`src/rtl/scan_plain_serializer.sv`:
```
// Bit-serial scan-in feeder for decrypted plaintext blocks: a holding register plus a
// shift register give gap-free streaming, and a running CRC-16 covers every emitted bit.
module scan_plain_serializer #(
  parameter int          BLOCK_W  = 128,
  parameter logic [15:0] CRC_INIT = 16'hFFFF
) (
  input  logic               clk,
  input  logic               reset,
  input  logic               pt_valid,
  input  logic [BLOCK_W-1:0] plaintext,
  output logic               pt_ready,
  input  logic               shift_en,
  output logic               si_out,
  output logic               si_valid,
  output logic               blk_last,
  input  logic               crc_clr,
  output logic [15:0]        crc_out,
  output logic               busy
);

  localparam int CNT_W = $clog2(BLOCK_W);

  logic [BLOCK_W-1:0] sr;
  logic [BLOCK_W-1:0] hr;
  logic               sr_full;
  logic               hr_full;
  logic [CNT_W-1:0]   cnt;
  logic [15:0]        crc;

  logic accept;
  logic step;
  logic last_step;

  // CCITT CRC-16, one bit per call, MSB-first.
  function automatic logic [15:0] crc_step(input logic [15:0] c, input logic b);
    logic fb;
    fb = c[15] ^ b;
    return {c[14:0], 1'b0} ^ (fb ? 16'h1021 : 16'h0000);
  endfunction

  assign pt_ready  = !hr_full;
  assign busy      = sr_full | hr_full;
  assign crc_out   = crc;
  assign accept    = pt_valid && pt_ready;
  assign step      = sr_full && shift_en;
  assign last_step = step && (cnt == CNT_W'(BLOCK_W - 1));

  // Block storage: SR refills from HR first, else straight from the input on the final bit.
  always_ff @(posedge clk) begin
    if (last_step && hr_full)
      sr <= hr;
    else if (accept && (!sr_full || last_step))
      sr <= plaintext;
    else if (step)
      sr <= sr << 1;

    if (accept && sr_full && !last_step)
      hr <= plaintext;
  end

  // Control, serial output and CRC.
  always_ff @(posedge clk) begin
    if (reset) begin
      sr_full  <= 1'b0;
      hr_full  <= 1'b0;
      cnt      <= '0;
      si_out   <= 1'b0;
      si_valid <= 1'b0;
      blk_last <= 1'b0;
      crc      <= CRC_INIT;
    end else begin
      si_valid <= step;
      blk_last <= last_step;

      if (step) begin
        si_out <= sr[BLOCK_W-1];
        cnt    <= last_step ? '0 : cnt + 1'b1;
        // A clear coinciding with a bit reseeds first, then folds that bit in.
        crc    <= crc_step(crc_clr ? CRC_INIT : crc, sr[BLOCK_W-1]);
      end else if (crc_clr) begin
        crc <= CRC_INIT;
      end

      if (last_step)
        sr_full <= hr_full || accept;
      else if (accept && !sr_full)
        sr_full <= 1'b1;

      if (last_step && hr_full)
        hr_full <= 1'b0;
      else if (accept && sr_full && !last_step)
        hr_full <= 1'b1;
    end
  end

endmodule

```
`config.mk`:
```
export PLATFORM = sky130hd
export DESIGN_NAME = scan_plain_serializer
export DESIGN_NICKNAME = d
export VERILOG_FILES = /design/src/rtl/scan_plain_serializer.sv
export SDC_FILE = /design/constraint.sdc
export NUM_CORES = 1
export LEC_CHECK = 0
export CAP_MARGIN = 5
export CORE_ASPECT_RATIO = 1.4
export CORE_MARGIN = 3
export CORE_UTILIZATION = 57
export CTS_CLUSTER_SIZE = 20
export DETAILED_ROUTE_END_ITERATION = 12
export PLACE_DENSITY = 0.77
export SYNTH_ARGS = -nofsm -noshare
export SYNTH_HDL_FRONTEND = slang
export SYNTH_SLANG_ARGS = --single-unit
```
`constraint.sdc`:
```
create_clock -name clk -period 9.67 [get_ports clk]
set_input_delay 1.4505 -clock clk [delete_from_list [all_inputs] [get_ports clk]]
set_output_delay 1.4505 -clock clk [all_outputs]
set_load 0.02 [all_outputs]
```
==> results.cfg, run 1 <==
[outcome]
status = finished, final reports clean

[cts]
ctsLongestPathBuffers = 3
cts_setup_buffers = 0
cts-buffers-inserted = 29
clkTransAtPathRegs_ns = 0.06
cts.sinks = 284
cts_tree = yes
clock_latency_ns = 0.54
h-tree-depth = 1
hold_buffers = 0
cts-resized-gates = 0
ctsRootBufferMaster = clkbuf_16

[route]
routedWlPerCell_microns = 20.8
via_per_inst = 6.31
routed_wl_mm = 32.4
postRouteAntennaNets = 0
dr.pass1.iters = 5
first_iter_violations = 879
via_count = 9822
route.detailed.drc = 0

[grt]
antenna_found_initial = 0
grt_pass1_vias = 9914
grt_pass1_wl_mm = 52.2
grt_max_degree = 103
track_usage_pct = 22.8
grt.overflow.total = 0

[cells_and_area]
final_common_cell = edfxtp_1
layout_common_cells = 256 x edfxtp_1, 254 x mux2i_1, 162 x nand2_1
utilization_pct = 67.6
nets = 1357
drive_gt1_share_pct = 4.83
syn_to_final_growth_pct = 15.9

[synth]
async_reset_ff_share_pct = 0
synth.avg_cell_area_sq_um = 12.7
synth_area_sq_um = 14500
synth_edf_count = 256
ys.flop_type = edfxtp_1
synthesis.nets = 1271
synth-seq-cells = 284
ys_types = 39
syn_inst = 1137
ys_seq_area_share_pct = 57.0
synth-warning-count = 0

[floorplanning]
die_x_microns = 141
ios = 154
coreArea_sq_um = 24800
rows = 68
dieArea_sq_um = 27400
start_util_pct = 58.3
dieHeight_microns = 195

[critical_path]
crit_type = in -> reg
rrSetupSlack_ns = 6.13
crit_chain = clkdlybuf4s50_1 > nand4_1 > o21ai_1 > a21o_4 > buf_4
cp.required_ns = 9.83
max_stage_delay_ns = 0.97
slowest_stage = buf_4
cp_max_fo = 83
r2r-end = sr[108]$_DFFE_PP_
rr_startpoint = hr_full$_SDFFE_PP0P_
startpoint_type = input port
r2r_cells = 6
end_kind = register
worstPathArrival_ns = 4.31

[timing]
layout_min_cycle_time_ns = 4.15
slew_headroom_pct = 27.0
period_share_pct = 42.9
timing.setup.tns_ns = 0
fmax_mhz = 241
grt_setup_unrepaired = no
clock_skew_ns = 0.00913
worstMarginPinSlew_ns = 1.10
hold_violations = 0
finalSetupViolations = 0
maxSlewViolCount = 0

[worst_hold_path]
min_from = si_out$_SDFFE_PP0N_
whs_path_depth = 2
min_path_type = reg -> reg
min_to = si_out$_SDFFE_PP0N_

[place]
port_buffers = 153
dp_hpwl_mm = 18.1
place_congestion = 0.753

[power]
p_leak_nw = 5.82
irDropWorstVdd_mv = 0.149
power.density_nw_per_um2 = 171

[run]
drv_cap = 0
==> worst max-delay path by stage <==
stage	startpoint	to	slack (ns)	cells past startpoint
floorplan	pt_valid	hr[0]$_DFFE_PP_	1.67	5
detailed placement	shift_en	sr[50]$_DFFE_PP_	4.93	5
global route	shift_en	sr[104]$_DFFE_PP_	5.30	5
finish	shift_en	sr[50]$_DFFE_PP_	5.52	5
global placement	shift_en	sr[50]$_DFFE_PP_	5.00	5
CTS	shift_en	sr[104]$_DFFE_PP_	5.50	5
==> synth_stat cells (3+ instances only) <==
cell / instances / share of area, %
nor3_1: 3 / 0.10
edfxtp_1: 256 / 53
buf_8: 3 / 0.31
nand2_1: 163 / 4.2
nor2_1: 6 / 0.16
a21oi_1: 7 / 0.24
a21boi_1: 127 / 6.6
a31o_1: 3 / 0.18
o2111ai_1: 129 / 7.8
dfxtp_1: 28 / 3.9
or3_1: 3 / 0.13
nand3_1: 17 / 0.59
o21ai_1: 3 / 0.10
buf_1: 4 / 0.10
clkbuf_1: 42 / 1.1
buf_2: 49 / 1.7
mux2i_1: 254 / 18
buf_4: 11 / 0.57
==> cell families after synthesis <==
family / Yosys count / synth area share [%]
AND/OR/NAND/NOR: 204 / 5.86
buffers and inverters: 113 / 3.97
XOR/XNOR: 1 / 0.0605
adder cells (fa/ha/maj): 1 / 0.0864
flip-flops: 284 / 57.0
multiplexers: 254 / 17.6
AO/OA/AOI/OAI: 280 / 15.5
==> metrics by stage <==
| step | hold WS [ns] | std cells | power (mW) | cell area (sq um) | worst slack (ns) |
|---|---|---|---|---|---|
| 6_report | 0.463 | 1557 | 2.87 | 16800 | 5.52 |
| 2_1_floorplan | 0.454 | 1137 | 1.77 | 14500 | 1.67 |
| 4_1_cts | 0.468 | 1556 | 2.89 | 16800 | 5.50 |
| 3_3_place_gp | 0.448 | 1507 | 1.88 | 16000 | 5.00 |
| 5_1_grt | 0.498 | 1556 | 2.98 | 16800 | 5.30 |
| 3_5_place_dp | 0.455 | 1507 | 1.89 | 16000 | 4.93 |
==> report_power, final <==
group / switching, mW / total [mW] / internal [mW]
registers: 0.0488 / 1.51 / 1.46
clock network: 0.457 / 1.00 / 0.544
logic: 0.191 / 0.356 / 0.165
==> metal layers <==
| metal | GRT usage, % | up-vias | part of all wire, % | wire [microns] |
|---|---|---|---|---|
| met1 | 32.6 | 4890 | 45 | 14500 |
| met5 | 0 | - | 0 | 0 |
| met3 | 3.15 | 32 | 5.4 | 1760 |
| li1 | - | 4638 | - | - |
| met4 | 4.74 | 0 | 1.4 | 460 |
| met2 | 37.7 | 262 | 48 | 15700 |
==> cell type report <==
class                   count  area (sq um)
flip-flops and latches    284          8250
fillers                  1840          8060
multi-input cells         740          5690
clock buffers              36           752
inverters                   2          7.51
repair buffers            166          1630
diodes                      1          2.50
well taps                 315           394
clock inverters            13          58.8
==> flip-flops by register name, indices dropped and copies added (netlist names) <==
| register | count |
|---|---|
| blk_last | 1 |
| cnt | 7 |
| crc_out | 16 |
| hr | 128 |
| hr_full | 1 |
| si_out | 1 |
| si_valid | 1 |
| sr | 128 |
| sr_full | 1 |
==> critical path: cells and delay by family <==
kind                   cells  cell delay, ns
AOI/OAI and AO/OA          2            1.07
buffers and inverters      2            1.51
and+or+nand+nor            1            0.24
Power figures use the tool's default switching activity.
==> run 2, diff against run 1 <==
--- a/config.mk
+++ b/config.mk
@@ -8,10 +8,10 @@
 export CAP_MARGIN = 5
 export CORE_ASPECT_RATIO = 1.4
 export CORE_MARGIN = 3
-export CORE_UTILIZATION = 57
+export CORE_UTILIZATION = 52
 export CTS_CLUSTER_SIZE = 20
 export DETAILED_ROUTE_END_ITERATION = 12
-export PLACE_DENSITY = 0.77
+export PLACE_DENSITY = 0.74
 export SYNTH_ARGS = -nofsm -noshare
 export SYNTH_HDL_FRONTEND = slang
 export SYNTH_SLANG_ARGS = --single-unit
==> constraint.sdc (replaced) <==
create_clock -name clk -period 3.46 [get_ports clk]
set_input_delay 0.519 -clock clk [delete_from_list [all_inputs] [get_ports clk]]
set_output_delay 0.519 -clock clk [all_outputs]
set_load 0.02 [all_outputs]
==> run 2 against run 1 <==
Global-route usage fell by 1.2 points. Flip-flop and latch count did not move. Via count rose by 0.75%. Largest cell class unchanged. Highest routed layer is now met5.
==> results.cfg, run 2 (synthesized netlist as in run 1, its figures left out) <==
[route]
via_count = 9896
postRouteAntennaNets = 0
first_iter_violations = 823
dr.pass1.iters = 5
routedWlPerCell_microns = 20.6
route.detailed.drc = 0
routed_wl_mm = 33.3
via_per_inst = 6.10

[floorplanning]
start_util_pct = 53.3
dieHeight_microns = 203
die_x_microns = 147
dieArea_sq_um = 29900
coreArea_sq_um = 27200
ios = 154
rows = 71

[cts]
clock_latency_ns = 0.53
cts-buffers-inserted = 28
ctsLongestPathBuffers = 3
cts_setup_buffers = 0
ctsRootBufferMaster = clkbuf_16
h-tree-depth = 1
cts-resized-gates = 0
clkTransAtPathRegs_ns = 0.06
hold_buffers = 0
cts.sinks = 284
cts_tree = yes

[timing]
fmax_mhz = 413
clock_skew_ns = 0.00815
layout_min_cycle_time_ns = 2.42
finalSetupViolations = 0
period_share_pct = 69.9
worstMarginPinSlew_ns = 0.973
maxSlewViolCount = 0
grt_setup_unrepaired = no
hold-worst-slack_ns = 0.469
hold_violations = 0
timing.setup.tns_ns = 0
slew_headroom_pct = 35.1

[power]
p_int_mw = 6.24
irDropWorstVdd_mv = 0.402
pwr-share-comb_pct = 12.7
swShare_pct = 23.7
power.density_nw_per_um2 = 476
pwr-share-seq_pct = 51.4
p_leak_nw = 5.97
clkPwrFrac_pct = 35.8
p_sw_mw = 1.94

[grt]
grt_max_degree = 137
antenna_found_initial = 2
grt_pass1_wl_mm = 53.8
track_usage_pct = 21.7
grt_pass1_vias = 10200
grt.overflow.total = 0

[cells_and_area]
layout_common_cells = 256 x edfxtp_1, 254 x mux2i_1, 162 x nand2_1
syn_to_final_growth_pct = 18.7
final_common_cell = edfxtp_1
nets = 1370
utilization_pct = 63.2
num_antenna_cells = 0
drive_gt1_share_pct = 6.05
fillers = 2172

[critical_path]
cp_top_family = compound AO/OA/AOI/OAI gates
max_stage_delay_ns = 0.47
worstPathArrival_ns = 2.61
startpoint_type = register
slowest_stage = o21ai_1
end_kind = register
cp.required_ns = 3.65
crit_chain = ha_1 > nand4_1 > o21ai_1 > a21o_4 > buf_12
crit_buf_inv = 1
cp_max_fo = 62
crit_type = reg -> reg

[outcome]
status = finished, final reports clean

[run]
drv_cap = 0

[place]
place_congestion = 0.754
port_buffers = 153
dp_hpwl_mm = 19.0

[worst_hold_path]
min_path_type = reg -> reg
-- run 2: cell types whose count changed in the layout (fill, tap and decap cells not counted), sizes merged --
cell | previous run | this run
clkbuf | 36 | 43
clkinv | 12 | 7
diode | 1 | 0
bufinv | 0 | 1
buf | 14 | 27
-- run 2: power groups by stage --
stage	Sequential, mW	Clock [mW]	Combinational [mW]
2_1_floorplan	4.25	0	0.669
3_3_place_gp	4.26	0	1.03
3_5_place_dp	4.27	0	1.05
4_1_cts	4.21	3.00	1.06
5_1_grt	4.24	3.11	1.14
6_report	4.21	2.93	1.04
-- run 2: stage by stage --
step | instance area [sq um] | cells | power [mW] | setup WS, ns
finish | 17200 | 1622 | 8.18 | 1.04
global route | 17200 | 1622 | 8.49 | 0.829
CTS | 17200 | 1622 | 8.26 | 1.05
detailed placement | 16300 | 1571 | 5.32 | 0.583
global placement | 16300 | 1571 | 5.29 | 0.608
floorplan | 14500 | 1137 | 4.92 | 0.0470
-- run 2: worst register-to-register path, cell delays in order (launching register included) --
cell and delay, ns:
dfxtp_1 0.38, ha_1 0.22, nand4_1 0.24, o21ai_1 0.47, a21o_4 0.38, buf_12 0.36
-- run 2: final timing paths --
path                                     startpoint                   to  slack [ns]  cells past startpoint
worst max register to register  cnt[0]$_SDFFE_PP0N_     sr[76]$_DFFE_PP_        1.04                      5
worst min-delay path            si_out$_SDFFE_PP0N_  si_out$_SDFFE_PP0N_        0.47                      2
worst max-delay path            cnt[0]$_SDFFE_PP0N_     sr[76]$_DFFE_PP_        1.04                      5
worst min register to register  si_out$_SDFFE_PP0N_  si_out$_SDFFE_PP0N_        0.47                      2
-- run 2: area by class of cell --
cell class	instances	area (sq um)	area share, %
clock inverter	9	67.6	0.393
sequential	284	8250	48.0
multi-input combinational	740	5690	33.1
clock buffer	42	805	4.68
tap	365	457	2.66
timing repair buffer	180	1910	11.1
inverter	2	7.51	0.0437
-- run 2: routing by layer --
layer,vias to the layer above,track usage (%),part of all wire (%)
met5,-,0,0.081
met4,4,3.93,0.95
met3,30,3.58,5.2
met2,219,36.5,49
met1,4978,30.2,45
li1,4665,-,-
